## src/rtl/gobang_ai_controller.sv

```systemverilog
// Move-request sequencer for the gobang strategy engine: clears it, runs one
// full-board scan, picks attack or defence from the two best cells, offers the move.
module gobang_ai_controller #(
    parameter int          BOARD_SIZE   = 15,
    parameter int          SCORE_W      = 13,
    parameter int          WIN_SCORE    = 4096,
    parameter int          THREAT_SCORE = 1024,
    parameter logic [15:0] LFSR_SEED    = 16'hACE1
) (
    input  logic               clk,
    input  logic               rst,
    input  logic               start,
    input  logic               abort,
    input  logic               ai_black,
    output logic               busy,
    output logic               strat_clr,
    output logic               strat_active,
    output logic               strat_random,
    input  logic [SCORE_W-1:0] black_best_score,
    input  logic [3:0]         black_best_i,
    input  logic [3:0]         black_best_j,
    input  logic [SCORE_W-1:0] white_best_score,
    input  logic [3:0]         white_best_i,
    input  logic [3:0]         white_best_j,
    output logic               move_valid,
    input  logic               move_ready,
    output logic [3:0]         move_i,
    output logic [3:0]         move_j,
    output logic               move_attack
);

    localparam int                 CELLS     = BOARD_SIZE * BOARD_SIZE;
    localparam int                 CNT_W     = $clog2(CELLS);
    localparam logic [CNT_W-1:0]   LAST_CELL = CNT_W'(CELLS - 1);
    localparam logic [3:0]         MID       = 4'(BOARD_SIZE / 2);
    localparam logic [SCORE_W-1:0] WIN_TH    = SCORE_W'(WIN_SCORE);
    localparam logic [SCORE_W-1:0] THREAT_TH = SCORE_W'(THREAT_SCORE);

    typedef enum logic [2:0] {IDLE, CLEAR, ARM, SCAN, DECIDE, OFFER} state_t;

    typedef struct packed {
        logic       attack;
        logic [3:0] i;
        logic [3:0] j;
    } move_t;

    state_t           state;
    logic [CNT_W-1:0] scan_cnt;
    logic [15:0]      lfsr;
    logic             ai_black_q;
    move_t            decision;

    // Attack/defence choice; earlier rules take priority, compares are unsigned.
    function automatic move_t decide(
        input logic               blk,
        input logic [SCORE_W-1:0] bs,
        input logic [3:0]         bi,
        input logic [3:0]         bj,
        input logic [SCORE_W-1:0] ws,
        input logic [3:0]         wi,
        input logic [3:0]         wj
    );
        logic [SCORE_W-1:0] my;
        logic [SCORE_W-1:0] op;
        move_t              own;
        move_t              opp;
        my  = blk ? bs : ws;
        op  = blk ? ws : bs;
        own = '{attack: 1'b1, i: (blk ? bi : wi), j: (blk ? bj : wj)};
        opp = '{attack: 1'b0, i: (blk ? wi : bi), j: (blk ? wj : bj)};
        if (my >= WIN_TH)
            return own;
        else if (op >= WIN_TH)
            return opp;
        else if (op >= THREAT_TH && op > my)
            return opp;
        else if (my >= op)
            return own;
        else
            return opp;
    endfunction

    assign decision = decide(ai_black_q, black_best_score, black_best_i, black_best_j,
                             white_best_score, white_best_i, white_best_j);

    // Fibonacci LFSR, taps 16,14,13,11 in right-shifting form; bit 0 feeds the engine.
    always_ff @(posedge clk) begin
        if (rst)
            lfsr <= LFSR_SEED;
        else
            lfsr <= {lfsr[0] ^ lfsr[2] ^ lfsr[3] ^ lfsr[5], lfsr[15:1]};
    end

    assign strat_random = lfsr[0];

    always_ff @(posedge clk) begin
        if (rst) begin
            state        <= IDLE;
            busy         <= 1'b0;
            strat_clr    <= 1'b0;
            strat_active <= 1'b0;
            move_valid   <= 1'b0;
            move_i       <= MID;
            move_j       <= MID;
            move_attack  <= 1'b0;
            scan_cnt     <= '0;
            ai_black_q   <= 1'b0;
        end else if (abort) begin
            // Abort also clears the engine so a restarted game begins clean.
            state        <= IDLE;
            busy         <= 1'b0;
            strat_clr    <= 1'b1;
            strat_active <= 1'b0;
            move_valid   <= 1'b0;
            scan_cnt     <= '0;
        end else begin
            case (state)
                IDLE: begin
                    strat_clr <= 1'b0;
                    if (start) begin
                        ai_black_q <= ai_black;
                        busy       <= 1'b1;
                        strat_clr  <= 1'b1;
                        state      <= CLEAR;
                    end
                end
                CLEAR: begin
                    strat_clr <= 1'b0;
                    state     <= ARM;
                end
                ARM: begin
                    strat_active <= 1'b1;
                    scan_cnt     <= '0;
                    state        <= SCAN;
                end
                SCAN: begin
                    if (scan_cnt == LAST_CELL) begin
                        strat_active <= 1'b0;
                        scan_cnt     <= '0;
                        state        <= DECIDE;
                    end else begin
                        scan_cnt <= scan_cnt + 1'b1;
                    end
                end
                DECIDE: begin
                    move_i      <= decision.i;
                    move_j      <= decision.j;
                    move_attack <= decision.attack;
                    move_valid  <= 1'b1;
                    state       <= OFFER;
                end
                OFFER: begin
                    if (move_ready) begin
                        move_valid <= 1'b0;
                        busy       <= 1'b0;
                        state      <= IDLE;
                    end
                end
                default: begin
                    state <= IDLE;
                    busy  <= 1'b0;
                end
            endcase
        end
    end

endmodule

```

## config.mk

```make
export PLATFORM = sky130hd
export DESIGN_NAME = gobang_ai_controller
export DESIGN_NICKNAME = d
export VERILOG_FILES = /design/src/rtl/gobang_ai_controller.sv
export SDC_FILE = /design/constraint.sdc
export NUM_CORES = 1
export LEC_CHECK = 0
export CORE_MARGIN = 3
export CORE_UTILIZATION = 45
export CTS_CLUSTER_DIAMETER = 50
export CTS_CLUSTER_SIZE = 12
export DETAILED_ROUTE_END_ITERATION = 7
export PLACE_DENSITY = 0.81
export SLEW_MARGIN = 0
export SYNTH_ARGS = -nofsm -noshare
export SYNTH_HDL_FRONTEND = slang
export SYNTH_SLANG_ARGS = --single-unit
export TNS_END_PERCENT = 30
```

## constraint.sdc

```tcl
create_clock -name clk -period 4.05 [get_ports clk]
set_input_delay 0.405 -clock clk [delete_from_list [all_inputs] [get_ports clk]]
set_output_delay 0.405 -clock clk [all_outputs]
set_load 0.02 [all_outputs]
```

==> flow_summary_export.csv, run 1 <==
group,metric,value,unit
outcome,outcome,"finished, final reports clean",
worst_setup_path,reg2reg_slack,1.03,ns
sta,tightest_slew,0.6078,ns
routing,drt_iter0_drc,105,
worst_setup_path,endpoint_kind,"register",
floorplanning,pin_count,62,
synthesis,synth-async-reset-ratio,0,%
worst_setup_path,cp-start-kind,"register",
global_route,grt-ovfl-total,0,
sta,skew,0.007832,ns
worst_setup_path,max_stage_delay,0.54,ns
cells_and_area,syn_to_final_growth,31.73,%
worst_setup_path,crit_end,"move_i[2]",
sta,fmax,331.4,MHz
synthesis,yosysSeqAreaShare,34.40,%
worst_setup_path,slowest_stage,"a2111oi_0",
global_route,grt_pass1_vias,1938,
routing,viasPerCell,5.437,
sta,slew-limit-headroom,59.40,%
floorplanning,start_util,48.59,%
floorplanning,die_h,78.82,um
power_and_ir_drop,powerDensity,296.9,nW/um^2
sta,hold_violations,0,
power_and_ir_drop,leakage,0.001114,uW
synthesis,syn_avg_cell_area,8.870,um^2
worst_setup_path,crit_path_start,"ai_black_q",
placed_design,place_ws,0.9367,ns
cts,clockBufferDepth,2,
global_route,antenna_found_initial,0,
placed_design,gp_congestion,0.7848,
cells_and_area,layout.nets,386,
synthesis,synth_nets,332,
cells_and_area,drive_gt1_share,10.49,%
cts,htree_levels,2,
sta,worst_slack,1.032,ns
cts,ctsRootBufferMaster,"clkbuf_8",
worst_setup_path,r2r_start,"ai_black_q",
worst_setup_path,crit_chain,"buf_4 -> mux2_2 -> ha_1 -> a21oi_1 -> nor2_1 -> a2111oi_2 -> o21ai_1 -> a2111oi_0 -> a211oi_1",
global_route,grt_max_degree,41,
sta,tns,0,ns
routing,post_drt_wl_per_cell,13.90,um
worst_setup_path,cp.buffers_inverters,1,
flow_run,maxCapViolCount,0,
worst_setup_path,path_max_fanout,30,
synthesis,ys.flop_type,"dfxtp_1",
synthesis,syn_inst,269,
cts,clock_latency,0.29,ns
global_route,grt_first_pass_wirelength,8763,um
cells_and_area,diodes,0,
cts,numClockSinks,41,
floorplanning,die_area,6212,um^2
worst_setup_path,r2r_end,"move_i[2]",
sta,slew_viol_final,0,
cts,ctsResizeCount,0,
worst_setup_path,path_delay_family,"compound AO/OA/AOI/OAI gates",
cts,cts_buffers,5,
floorplanning,die_w,78.82,um
worst_hold_path,hold_class,"reg2reg",
routing,drc,0,
placed_design,portBuffers,61,
cts,clk_pin_slew,0.08,ns
routing,ant_nets,0,
worst_setup_path,worst-path-stages,9,
power_and_ir_drop,peakVddDrop,0.0002065,V
sta,rsz0062_at_grt,"false",
routing,num_vias,2126,
synthesis,yosysUniqueCellTypes,50,
cts,cts_setup_buffers,0,
sta,setup_viol,0,
sta,fin_crit,3.018,ns
cts,postCtsHoldBufs,0,
synthesis,ys_ff_latch,41,
synthesis,netlist_area,2386,um^2
floorplanning,rows,25,
floorplanning,coreArea,4911,um^2
routing,dr.pass1.iters,4,
cts,cts_tree,"done",
synthesis,yosysWarnings,0,
routing,wirelength,5435,um
placed_design,hpwlAfterDp,4068,um
worst_setup_path,rr_worst_depth,9,
sta,fin_crit_sh,74.52,%
worst_setup_path,critPathKind,"reg2reg",
synthesis,synth_edf_count,0,
global_route,grt_use_total,17.41,%
worst_setup_path,required,4.21,ns
worst_setup_path,cp.arrival,3.18,ns
==> layout make-up <==
class                   instances  area, um^2
fillers                       436        1768
multi-input cells             206        1475
flip-flops and latches         41       820.8
repair buffers                 63       625.6
well taps                      67       83.83
clock buffers                   5       68.82
clock inverters                 3       46.29
inverters                       6       22.52
==> per-layer routing <==
layer | routed length (um) | vias up | GRT usage, % | part of all wire, %
li1 | - | 1100 | - | -
met1 | 2520 | 971 | 22.23 | 46
met2 | 2607 | 51 | 28.86 | 48
met3 | 268 | 4 | 4.195 | 4.9
met4 | 38 | 0 | 5.842 | 0.70
met5 | 0 | - | 0 | 0
==> through the flow <==
stage / utilization (%) / power (uW) / area, um^2 / instances / hold WS (ns)
4_1_cts: 64.00 / 943.5 / 3143 / 391 / 0.4129
3_5_place_dp: 61.66 / 611.1 / 3028 / 383 / 0.3941
6_report: 64.00 / 933.3 / 3143 / 391 / 0.4100
5_1_grt: 64.00 / 980.9 / 3143 / 391 / 0.4273
3_3_place_gp: 61.66 / 606.5 / 3028 / 383 / 0.3938
2_1_floorplan: - / 537.2 / 2386 / 269 / 0.3895
==> where the power goes <==
group | switching [uW] | internal (uW) | leakage [uW]
clock network | 147 | 184 | 0.0000543
registers | 6.02 | 416 | 0.000336
logic | 81.4 | 98.4 | 0.000724
==> cell families (layout without fill, tap and decap cells) <==
kind of cell    count (synthesis)  count (layout)  share of synthesized area [%]
compound gates                 61              61                          18.77
xor+xnor                        3               3                          1.101
fa+ha+maj                      15              15                          7.866
buf+inv                        22              77                          3.776
flops                          41              41                          34.40
mux                            27              27                          11.96
simple gates                  100             100                          22.13
==> cells in the mapped netlist (all sizes together), types with 2 or more instances <==
| library cell | count | area (um^2) |
|---|---|---|
| o211ai | 2 | 28.78 |
| o21ai | 10 | 50.04 |
| or3 | 9 | 56.30 |
| nor4 | 2 | 12.51 |
| a21oi | 15 | 75.07 |
| ha | 15 | 187.7 |
| mux2i | 15 | 150.1 |
| xor2 | 2 | 17.52 |
| o21bai | 2 | 15.01 |
| and3 | 4 | 25.02 |
| dfxtp | 41 | 820.8 |
| a21o | 2 | 15.01 |
| or2 | 9 | 56.31 |
| mux2 | 12 | 135.1 |
| nor2b | 9 | 56.30 |
| nand2b | 5 | 31.28 |
| nor3 | 13 | 65.06 |
| nand3 | 4 | 20.02 |
| a311oi | 3 | 26.28 |
| inv | 6 | 22.52 |
| nor3b | 3 | 22.52 |
| a211o | 2 | 26.28 |
| clkbuf | 13 | 48.80 |
| nand2 | 13 | 48.80 |
| buf | 3 | 18.77 |
| a211oi | 8 | 60.06 |
| a2111oi | 9 | 85.08 |
| nor2 | 22 | 82.58 |
| nand4 | 2 | 12.51 |
==> registers in the layout, indices dropped and copies added (netlist names) <==
signal and flops:
state 3, move_i 4, busy 1, move_valid 1
lfsr 16, strat_active 1, move_j 4, scan_cnt 8
strat_clr 1, ai_black_q 1, move_attack 1
==> worst min path at each step <==
stage               slack (ns)  cells after the start     start       end
finish                    0.41                      1  lfsr[11]  lfsr[10]
global placement          0.39                      1   lfsr[1]   lfsr[0]
detailed placement        0.39                      1  lfsr[11]  lfsr[10]
global route              0.43                      1  lfsr[14]  lfsr[13]
CTS                       0.41                      1  lfsr[11]  lfsr[10]
floorplan                 0.39                      1   lfsr[1]   lfsr[0]
==> worst register-to-register path: cells and delay by family, from the launching register on <==
kind,cells,cell delay [ns]
buf+inv,1,0.36
fa+ha+maj,1,0.30
simple gates,1,0.07
compound gates,5,1.44
mux,1,0.39
flops,1,0.33
==> cells in the final DEF (no fill, tap or decap), types with 2 or more instances in the layout <==
master            n
clkdlybuf4s50_1  61
dfxtp_1          41
nor2_1           22
mux2i_1          15
a21oi_1          15
ha_1             15
nand2_1          13
nor3_1           13
mux2_2           12
nor2b_1           9
or3_1             9
or2_2             8
a2111oi_0         8
a211oi_1          8
inv_1             5
o21ai_1           5
o21ai_0           5
nand2b_1          5
clkbuf_8          5
and3_1            4
nand3_1           4
a311oi_1          3
nor3b_1           3
a21o_1            2
nand4_1           2
nor4_1            2
xor2_1            2
o21bai_1          2
buf_4             2
No activity file was read; power rests on OpenSTA's default activity.
==> run 2, diff against run 1 <==
clock period = 3 ns   (was 4.05 ns; I/O delays follow)
==> flow_summary_export.csv, run 2 (synthesis results as in run 1) <==
group,metric,value,unit
outcome,outcome,"finished, final reports clean",
placed_design,gp_congestion,0.7800,
global_route,grt-ovfl-total,0,
cts,postCtsHoldBufs,0,
global_route,grt_first_pass_wirelength,9039,um
worst_setup_path,path_delay_family,"compound AO/OA/AOI/OAI gates",
cells_and_area,largest_reg_flops,16,
routing,wirelength,5328,um
cts,htree_levels,2,
cells_and_area,syn_to_final_growth,31.67,%
floorplanning,die_w,78.82,um
routing,post_drt_wl_per_cell,13.59,um
cells_and_area,postLayoutCellArea,3142,um^2
sta,slew-limit-headroom,52.72,%
routing,drc,0,
worst_setup_path,slowest_stage,"a2111oi_0",
cts,cts_tree,"done",
sta,setup_viol,0,
cells_and_area,diodes,0,
placed_design,place_area,3048,um^2
placed_design,portBuffers,61,
sta,skew,0.006575,ns
cells_and_area,drive_gt1_share,10.77,%
worst_setup_path,crit_chain,"buf_12 -> mux2_2 -> ha_1 -> and3_1 -> a221o_1 -> o21a_1 -> a2111oi_0 -> a211oi_1",
cts,ctsResizeCount,0,
worst_setup_path,rr_worst_depth,8,
sta,tightest_slew,0.7070,ns
worst_setup_path,path_max_fanout,30,
worst_setup_path,critPathKind,"reg2reg",
worst_setup_path,cp-start-kind,"register",
floorplanning,die_h,78.82,um
global_route,busiest_layer,"met2",
cts,cts_setup_buffers,0,
routing,ant_nets,0,
worst_setup_path,r2r_end,"move_i[2]",
cts,clockBufferDepth,2,
worst_setup_path,r2r_start,"ai_black_q",
floorplanning,die_area,6212,um^2
cts,cts_buffers,5,
power_and_ir_drop,peakVddDrop,0.0003651,V
global_route,grt_max_degree,31,
sta,fin_crit,2.933,ns
cells_and_area,top_regs,"lfsr x16, scan_cnt x8",
global_route,grt_pass1_vias,2010,
power_and_ir_drop,leakage,0.001113,uW
worst_hold_path,min_to,"lfsr[5]",
sta,slew_viol_final,0,
routing,num_vias,2145,
cells_and_area,final_cell_mix,"clkdlybuf4s50_1, dfxtp_1, nor2_1",
cts,clock_latency,0.30,ns
worst_hold_path,hold_class,"reg2reg",
global_route,use_met3,4.762,%
floorplanning,start_util,48.59,%
global_route,use_met1,22.43,%
cells_and_area,final-instance-count-excl-fill,392,
cells_and_area,layout_commonest_cell,"clkdlybuf4s50_1",
worst_setup_path,cp.arrival,3.09,ns
sta,hold_violations,0,
worst_setup_path,endpoint_kind,"register",
routing,drt_iter0_drc,73,
worst_setup_path,reg2reg_slack,0.07,ns
global_route,grt_use_total,17.68,%
power_and_ir_drop,powerDensity,378.8,nW/um^2
cells_and_area,layout.nets,387,
worst_setup_path,cp.buffers_inverters,1,
worst_hold_path,hold_path_startpoint,"lfsr[6]",
placed_design,dp.cells,384,
sta,fin_crit_sh,97.77,%
sta,whs,0.4111,ns
sta,rsz0062_at_grt,"true",
routing,dr.pass1.iters,4,
global_route,antenna_found_initial,0,
worst_hold_path,min_path_cells,1,
floorplanning,coreArea,4911,um^2
floorplanning,rows,25,
routing,viasPerCell,5.472,
cts,clk_pin_slew,0.09,ns
global_route,met2_usage,30.05,%
floorplanning,pin_count,62,
sta,fmax,340.9,MHz
worst_setup_path,required,3.15,ns
worst_setup_path,max_stage_delay,0.56,ns
cts,numClockSinks,41,
flow_run,maxCapViolCount,0,
cts,ctsRootBufferMaster,"clkbuf_8",
cells_and_area,regMostFlops,"lfsr",
placed_design,hpwlAfterDp,4012,um
-- run 2: cell count changes in the layout (fill, tap and decap cells not counted) --
cell | before | now
clkinv_4 | 1 | 0
buf_12 | 0 | 1
inv_6 | 0 | 2
bufinv_16 | 1 | 0
-- run 2: how the worst max path moves through the flow --
stage,startpoint,end,slack [ns],cells after the start
after floorplan,ai_black_q,move_i[0],0.1,9
after global placement,black_best_score[3],move_i[2],0.11,8
after detailed placement,black_best_score[4],move_i[2],0.07,8
after CTS,ai_black_q,move_i[2],0.13,8
after global routing,ai_black_q,move_i[2],-0.02,9
final,ai_black_q,move_i[2],0.07,8
-- run 2: metal layers --
| layer | routed length (um) | vias to the layer above | share of wire, % |
|---|---|---|---|
| met4 | 23 | 0 | 0.43 |
| met2 | 2579 | 52 | 48 |
| met3 | 263 | 2 | 4.9 |
| met1 | 2461 | 989 | 46 |
| li1 | - | 1102 | - |
| met5 | 0 | - | 0 |
-- run 2: final cells by class --
cell class              instances  area (um^2)
fillers                       423         1769
multi-input cells             206         1475
flip-flops and latches         41        820.8
repair buffers                 64        645.6
well taps                      67        83.83
clock buffers                   5        68.82
clock inverters                 3        25.02
inverters                       6        22.52
-- run 2: metrics by stage --
stage                     utilization [%]  setup TNS, ns  setup WS, ns  power (uW)
after floorplan                         -              0       0.09802       725.3
after global placement              62.06              0        0.1090       820.5
after detailed placement            62.06              0       0.07177       825.7
after CTS                           63.97              0        0.1327        1203
after global routing                63.97       -0.06699      -0.02241        1262
final                               63.97              0       0.06690        1190
-- run 2: power by group --
part	internal, uW	switching [uW]
registers	562	8.17
logic	135	108
clock network	170	208
total	866	324
